--- config.mk ---
export PLATFORM = sky130hd
export DESIGN_NAME = wb_regfile_stage
export DESIGN_NICKNAME = d
export VERILOG_FILES = /design/src/rtl/wb_regfile_stage.sv
export SDC_FILE = /design/constraint.sdc
export NUM_CORES = 1
export LEC_CHECK = 0
export ABC_AREA = 1
export CAP_MARGIN = 20
export CORE_MARGIN = 2
export CORE_UTILIZATION = 39
export DETAILED_ROUTE_END_ITERATION = 16
export MAX_ROUTING_LAYER = met4
export PLACE_DENSITY = 0.59
export SLEW_MARGIN = 20
export SYNTH_ARGS = -nofsm -noshare
export SYNTH_HDL_FRONTEND = slang
export SYNTH_SLANG_ARGS = --single-unit
--- constraint.sdc ---
create_clock -name clk -period 29.1 [get_ports clk]
set_input_delay 7.275 -clock clk [delete_from_list [all_inputs] [get_ports clk]]
set_output_delay 7.275 -clock clk [all_outputs]
set_load 0.01 [all_outputs]
--- src/rtl/wb_regfile_stage.sv ---
// Writeback stage of the 16-bit core: picks the writeback value, commits it to the
// register file and N/V/Z flags, latches HALT, and serves decode reads with bypass.
module wb_regfile_stage #(
  parameter int DATA_W = 16,
  parameter int ADDR_W = 4,
  parameter int CNT_W  = 16
) (
  input  logic              clk,
  input  logic              rst,
  input  logic              in_mem_to_reg,
  input  logic              in_write_reg,
  input  logic              in_pcs,
  input  logic [ADDR_W-1:0] in_dst_reg,
  input  logic [DATA_W-1:0] in_alu_out,
  input  logic [DATA_W-1:0] in_mem_data,
  input  logic [DATA_W-1:0] in_pc_nxt,
  input  logic              in_halt,
  input  logic [2:0]        in_flag,
  input  logic [2:0]        in_flag_en,
  input  logic [ADDR_W-1:0] in_rd_addr1,
  input  logic [ADDR_W-1:0] in_rd_addr2,
  output logic [DATA_W-1:0] out_rd_data1,
  output logic [DATA_W-1:0] out_rd_data2,
  output logic [DATA_W-1:0] out_wb_data,
  output logic [ADDR_W-1:0] out_wb_dst,
  output logic              out_wb_en,
  output logic [2:0]        out_flag,
  output logic [2:0]        out_flag_fwd,
  output logic              out_halted,
  output logic [CNT_W-1:0]  out_commit_cnt
);
  localparam int NREG = 1 << ADDR_W;

  logic [NREG-1:0][DATA_W-1:0] regs;

  assign out_wb_data = in_pcs ? in_pc_nxt : (in_mem_to_reg ? in_mem_data : in_alu_out);
  assign out_wb_dst  = in_dst_reg;
  assign out_wb_en   = in_write_reg & ~out_halted & (in_dst_reg != '0);

  // R0 is never enabled by out_wb_en, so its entry stays at its reset value of zero.
  always_ff @(posedge clk or posedge rst) begin
    if (rst) begin
      regs <= '0;
    end else begin
      for (int i = 1; i < NREG; i++)
        if (out_wb_en && in_dst_reg == ADDR_W'(i)) regs[i] <= out_wb_data;
    end
  end

  function automatic logic [DATA_W-1:0] rd_port(input logic [ADDR_W-1:0] addr);
    if (addr == '0)                          return '0;
    else if (out_wb_en && addr == in_dst_reg) return out_wb_data;
    else                                      return regs[addr];
  endfunction

  assign out_rd_data1 = rd_port(in_rd_addr1);
  assign out_rd_data2 = rd_port(in_rd_addr2);

  // Merged flag view; once halted it collapses to the held value, so it also
  // serves as the next-state for the flag register.
  assign out_flag_fwd = (in_flag_en & {3{~out_halted}} & in_flag) |
                        (~(in_flag_en & {3{~out_halted}}) & out_flag);

  always_ff @(posedge clk or posedge rst) begin
    if (rst) begin
      out_flag       <= '0;
      out_halted     <= 1'b0;
      out_commit_cnt <= '0;
    end else begin
      out_flag <= out_flag_fwd;
      if (in_halt) out_halted <= 1'b1;
      if (out_wb_en) out_commit_cnt <= out_commit_cnt + 1'b1;
    end
  end
endmodule

==> out/qor.tcl, run 1 <==
set qor(yosysUniqueCellTypes) 33
set qor(timing_worst_setup_path_type) {primary input to output pin}
set qor(cp_num_cells) 12
set qor(htree_levels) 2
set qor(post_synth_edffs) 0
set qor(outcome) {finished, final reports clean}
set qor(maxSlewViolCount) 0
set qor(clkSlewWorstSetupHoldPaths_ps) 60
set qor(layout-drive-gt1-share) 0.0445
set qor(critical-path-top-cell-by-count) {nand2_1}
set qor(place.gp.congestion) 0.911
set qor(worst_hold_path.num_cells) 2
set qor(stdcell_count) 3096
set qor(die-width_um) 207
set qor(synthCells) 2502
set qor(worst_skew_pair_later_pin_latency_ps) 540
set qor(num-nets-final) 2615
set qor(groute.usage.overall) 0.309
set qor(clk_root_buffer_cell) {clkbuf_16}
set qor(highest_attainable_clock_frequency_mhz) 55.3
set qor(synth.cells.most_frequent) {nand2_1 (1181), dfrtp_1 (260), nand3_1 (230), inv_1 (214), o21ai_0 (185)}
set qor(main_area_contributors_after_synthesis) {dfrtp_1 (40%), nand2_1 (27%), nand3_1 (7.1%), o21ai_0 (5.7%), inv_1 (5.0%)}
set qor(antenna_found_initial) 3
set qor(yosys_register_bits) 260
set qor(placedCellCount) 3038
set qor(clockPowerShare) 0.440
set qor(critical_path_buf_inv_count) 4
set qor(data_arrival_time_of_the_critical_path_ps) 10820
set qor(area_of_the_die_um2) 43000
set qor(detailedRoute.firstPassIterationCount) 6
set qor(ys.warnings.count) 16
set qor(pin_slew_with_the_least_headroom_to_its_limit_ps) 1190
set qor(drt.antenna.violating_nets) 0
set qor(postCtsHoldBufs) 0
set qor(finalSetupViolations) 0
set qor(grt_pass1_wl_um) 98900
set qor(cts.sinks) 260
set qor(yosysTopAreaCell) {dfrtp_1}
set qor(synth.cell_area_um2) 16100
set qor(cts_tree) {done}
set qor(vias) 17000
set qor(grt.overflow.total) 0
set qor(p_sw_mw) 0.286
set qor(power_per_cell_area_nw_per_um2) 51.6
set qor(design.portCount) 148
set qor(setup.worst_path.start_class) {primary input}
set qor(netSwitchingFraction) 0.295
set qor(yosys.area.top_type_share) 0.404
set qor(cp_data_required_time_ps) 21820
set qor(max-clock-path-buffers) 3
set qor(power.static_leakage_nw) 9.22
set qor(postSynth.topFlopCell) {dfrtp_1}
set qor(dr_drc_count) 0
set qor(async_reset_ff_frac) 1.00
set qor(finalCritPeriodShare) 0.622
set qor(grt_start_max_net_pins) 159
set qor(initial_utilization) 0.395
set qor(setup_tns_ps) 0
set qor(crit_family) {buffers and inverters}
set qor(worst_setup_skew_after_layout_ps) 10.0
set qor(internal-power_mw) 0.685
set qor(rsz0062_at_grt) {no}
set qor(hpwl_um) 40100
set qor(place_area_um2) 17700
set qor(finalWirelength_um) 65000
set qor(routed_wire_length_per_instance_um) 21.0
set qor(crit_slowest_cell) {nor2_4}
set qor(share_seq_of_total_power) 0.395
set qor(layout.cell_area.non_filler_um2) 18800
set qor(postCtsResizedCells) 0
set qor(vias_per_cell) 5.48
set qor(timing.critical_path.to_type) {output pin}
set qor(max-slew-margin-rel) 0.202
set qor(num_rows) 74
set qor(critical_path.cell_chain) {buf_4, clkinv_2, nor2_4, nand2_1, nand2_1, nand2_1, nand2_1, inv_1, nand2_1, nand2_1, nand2_1, clkdlybuf4s50_1}
set qor(vias_in_the_first_global_route) 16100
set qor(place.port_buffers) 147
set qor(syn-mean-instance-area_um2) 6.44
set qor(yosys.cell_count.top_type) {nand2_1}
set qor(postSynthNetCount) 2575
set qor(area_growth_pct) 16.7
set qor(timing.reg2reg.worst_path_depth) 6
set qor(power.ir.vdd_worst_v) 0.0000366
set qor(drv_cap) 0
set qor(cp_max_fo) 68
set qor(part_of_the_total_power_dissipated_in_combinational_logic) 0.165
set qor(sequential_share_of_the_synthesized_area) 0.404
set qor(cts_setup_buffers) 0
set qor(core_area_um2) 40800
set qor(hold_class) {flop to flop}
set qor(period_needed_ps) 18100
set qor(number_of_cts_inserted_buffers) 34
set qor(chipHeight_um) 207
set qor(critPathMaxStageDelay_ps) 900
set qor(hold_violations) 0
set qor(first_iter_violations) 2187
==> flip-flops by register name, indices dropped and copies added (netlist names) <==
| signal | cells |
|---|---|
| out_commit_cnt | 16 |
| out_flag | 3 |
| out_halted | 1 |
| regs | 240 |
==> placed cells by master (no fill, tap or decap), drive strengths merged <==
| cell | instances |
|---|---|
| nand2 | 1186 |
| dfrtp | 260 |
| nand3 | 231 |
| inv | 221 |
| o21ai | 198 |
| clkdlybuf4s50 | 143 |
| nor2 | 104 |
| a31oi | 67 |
| clkbuf | 50 |
| buf | 28 |
| a21oi | 19 |
| o211ai | 16 |
| xnor2 | 9 |
| xor2 | 8 |
| nand4 | 7 |
| clkinv | 7 |
| nor3 | 3 |
| diode | 2 |
| bufinv | 2 |
| or2 | 2 |
| ha | 1 |
==> cell families after synthesis <==
family	Yosys count	synth area share
compound gates	300	0.101
buf+inv	391	0.103
fa+ha+maj	1	0.000776
simple gates	1533	0.383
flops	260	0.404
xor+xnor	17	0.00924
==> routing by layer <==
metal	share of wire	GRT usage	wire length (um)	vias up
met5	0	-	0	-
met4	0.042	0.142	2760	0
met3	0.099	0.0617	6450	182
met2	0.44	0.458	28300	977
met1	0.42	0.407	27500	7930
li1	-	-	-	7890
==> power by group through the flow <==
stage	clock [mW]	sequential (mW)	combinational (mW)
6_report	0.427	0.383	0.161
3_5_place_dp	0	0.389	0.158
4_1_cts	0.430	0.383	0.159
3_3_place_gp	0	0.389	0.157
5_1_grt	0.443	0.384	0.174
2_1_floorplan	0	0.387	0.0878
==> through the flow <==
stage	setup slack (ps)	hold WS [ps]	utilization	total power, mW
floorplan	13470	471	-	0.475
global placement	10870	502	0.433	0.546
detailed placement	11140	498	0.434	0.547
CTS	11130	513	0.461	0.971
global route	10820	551	0.461	1.00
finish	11000	518	0.461	0.970
==> path summary, 6_finish.rpt <==
path                                 from  slack [ps]           endpoint
min in group asynchronous             rst        7280  out_commit_cnt[6]
max in group asynchronous             rst       20450           regs[36]
min                             regs[205]         520          regs[205]
max                        in_rd_addr2[0]       11000    out_rd_data2[1]
min reg2reg                     regs[205]         520          regs[205]
max reg2reg                    out_halted       26750           regs[82]
==> worst register-to-register path, delay by kind of cell, from the launching register on <==
kind            cells  cell delay [ps]
simple gates        4             1220
flops               1              450
buf+inv             1              430
compound gates      1              160
==> area by class of cell <==
class	count	area, um^2
fillers	4177	22000
clock buffers	50	1010
diodes	2	5.00
clock inverters	6	80.1
multi-input cells	1851	8030
well taps	532	666
flip-flops and latches	260	6510
repair buffers	171	1650
inverters	224	853
Power figures use the tool's default switching activity.
==> inputs of run 2 (changes only) <==
--- a/config.mk
+++ b/config.mk
@@ -11,7 +11,7 @@
 export CORE_UTILIZATION = 39
 export DETAILED_ROUTE_END_ITERATION = 16
 export MAX_ROUTING_LAYER = met4
-export PLACE_DENSITY = 0.59
+export PLACE_DENSITY = 0.61
 export SLEW_MARGIN = 20
 export SYNTH_ARGS = -nofsm -noshare
 export SYNTH_HDL_FRONTEND = slang
==> constraint.sdc (replaced) <==
create_clock -name clk -period 16.44 [get_ports clk]
set_input_delay 4.11 -clock clk [delete_from_list [all_inputs] [get_ports clk]]
set_output_delay 4.11 -clock clk [all_outputs]
set_load 0.01 [all_outputs]
==> run 2 against run 1 <==
Against the previous run: combinational power up 76%; via count is 0.39% lower; critical path depth down 2; sequential power increased by 77%; clock-buffer cell count decreased by 14; setup slack worse by 6700 ps; global-route usage fell by 0.39 points; register-to-register slack worse by 13000 ps; power is 81% higher; hold slack improved by 1.9 ps; design area rose by 0.35%; largest power group unchanged; clock skew is 21 ps higher.
==> out/qor.tcl, run 2 (synthesis gave the netlist of run 1 again) <==
set qor(place.gp.congestion) 0.945
set qor(placedCellCount) 3040
set qor(postLayoutCoreUtil) 0.462
set qor(hold_violations) 0
set qor(cp_num_cells) 10
set qor(vias_in_the_first_global_route) 15800
set qor(power_per_cell_area_nw_per_um2) 92.9
set qor(critPathMaxStageDelay_ps) 1110
set qor(num-nets-final) 2614
set qor(cp_max_fo) 21
set qor(detailedRoute.firstPassIterationCount) 6
set qor(drt.antenna.violating_nets) 0
set qor(layout.cells.most_common_list) {nand2_1 (1181), dfrtp_1 (260), nand3_1 (230)}
set qor(timing_worst_setup_path_type) {primary input to output pin}
set qor(finalSetupViolations) 0
set qor(initial_utilization) 0.395
set qor(data_arrival_time_of_the_critical_path_ps) 8050
set qor(core_area_um2) 40800
set qor(grt_start_max_net_pins) 170
set qor(regToRegEndpoint) {regs[246]}
set qor(hpwl_um) 39800
set qor(power.ir.vdd_worst_v) 0.0000774
set qor(groute.usage.overall) 0.305
set qor(outcome) {finished, final reports clean}
set qor(antenna_found_initial) 0
set qor(rsz0062_at_grt) {no}
set qor(htree_levels) 1
set qor(cts_tree) {done}
set qor(largest_register_ff_count) 240
set qor(clk_root_buffer_cell) {clkbuf_16}
set qor(p_sw_mw) 0.507
set qor(top_regs) {regs: 240 flops, out_commit_cnt: 16 flops, out_flag: 3 flops}
set qor(place.port_buffers) 147
set qor(critical-path-top-cell-by-count) {nand2_1}
set qor(cp_data_required_time_ps) 12330
set qor(crit_slowest_cell) {nor2_2}
set qor(layout-drive-gt1-share) 0.0491
set qor(critical_path.cell_chain) {clkdlybuf4s50_1, inv_1, nor2_2, nand2_1, nand2_1, inv_1, nand2_1, nand2_1, nand2_1, clkdlybuf4s50_1}
set qor(critical_path_buf_inv_count) 4
set qor(dr_drc_count) 0
set qor(final_common_cell) {nand2_1}
set qor(regMostFlops) {regs}
set qor(internal-power_mw) 1.25
set qor(worstReg2RegStart) {out_halted}
set qor(postCtsHoldBufs) 0
set qor(worst_setup_path_startpoint) {in_rd_addr1[2]}
set qor(multi_input_area_um2) 8010
set qor(crit_end) {out_rd_data1[9]}
set qor(first_iter_violations) 2092
set qor(part_of_the_total_power_dissipated_in_combinational_logic) 0.162
set qor(vias) 16900
set qor(power.static_leakage_nw) 9.26
set qor(maxSlewViolCount) 0
set qor(finalCritPeriodShare) 0.740
set qor(area_of_the_die_um2) 43000
set qor(clkSlewWorstSetupHoldPaths_ps) 60
set qor(worst_setup_skew_after_layout_ps) 31.5
set qor(fillCellCount) 4219
set qor(share_seq_of_total_power) 0.386
set qor(cts.sinks) 260
set qor(clockPowerShare) 0.452
set qor(max-clock-path-buffers) 3
set qor(cts_setup_buffers) 0
set qor(setup_tns_ps) 0
set qor(timing.critical_path.to_type) {output pin}
set qor(pin_slew_with_the_least_headroom_to_its_limit_ps) 1180
set qor(hold_class) {flop to flop}
set qor(timing.reg2reg.worst_path_depth) 6
set qor(area.sequential_um2) 6510
set qor(max-slew-margin-rel) 0.212
set qor(stdcell_count) 3099
set qor(highest_attainable_clock_frequency_mhz) 82.2
set qor(die-width_um) 207
set qor(period_needed_ps) 12160
set qor(crit_family) {buffers and inverters}
set qor(chipHeight_um) 207
set qor(drv_cap) 0
set qor(area_growth_pct) 17.1
set qor(grt.overflow.total) 0
set qor(finalWirelength_um) 64400
set qor(postCtsResizedCells) 0
set qor(design.portCount) 148
set qor(grt_pass1_wl_um) 98200
set qor(minimum_setup_slack_among_reg_to_reg_paths_ps) 14210
set qor(netSwitchingFraction) 0.289
set qor(setup.worst_path.start_class) {primary input}
set qor(vias_per_cell) 5.46
set qor(worst_skew_pair_later_pin_latency_ps) 610
set qor(routed_wire_length_per_instance_um) 20.8
set qor(number_of_cts_inserted_buffers) 31
set qor(num_rows) 74
==> run 2: power groups by stage <==
stage | Sequential, mW | Combinational [mW] | Clock, mW
floorplan | 0.686 | 0.155 | 0
global placement | 0.687 | 0.278 | 0
detailed placement | 0.688 | 0.279 | 0
CTS | 0.676 | 0.280 | 0.801
global route | 0.679 | 0.307 | 0.829
finish | 0.677 | 0.284 | 0.793
==> run 2: cell type report <==
type,count,area share
Antenna cell,1,0.000133
Tap cell,532,0.0353
Inverter,224,0.0451
Timing Repair Buffer,173,0.0882
Multi-Input combinational cell,1851,0.424
Clock buffer,36,0.0447
Clock inverter,22,0.0173
Sequential cell,260,0.345
==> run 2: stage by stage <==
step                instance area [um^2]  hold WS [ps]  worst slack (ps)  total power [mW]
floorplan                          16100           471              5170             0.841
global placement                   17700           500              4520             0.966
detailed placement                 17700           505              4420             0.967
CTS                                18900           519              4420              1.76
global route                       18900           546              4220              1.82
finish                             18900           520              4280              1.75
==> run 2: metal layers <==
layer  vias up  wire (um)  track usage
li1       7884          -            -
met1      7926      27000        0.411
met2       915      28100        0.455
met3       187       6300       0.0560
met4         0       3050        0.118
met5         -          0            -
==> run 2: worst min-delay path, stage by stage, from the launching register on <==
cell and delay [ps]:
dfrtp_1 360, o21ai_1 70, nand2_1 50
==> run 2: worst min-delay path by stage <==
stage                   start  cells after the start        end
floorplan           regs[205]                      2  regs[205]
global placement    regs[205]                      2  regs[205]
detailed placement  regs[205]                      2  regs[205]
CTS                 regs[205]                      2  regs[205]
global route        regs[205]                      2  regs[205]
finish              regs[205]                      2  regs[205]
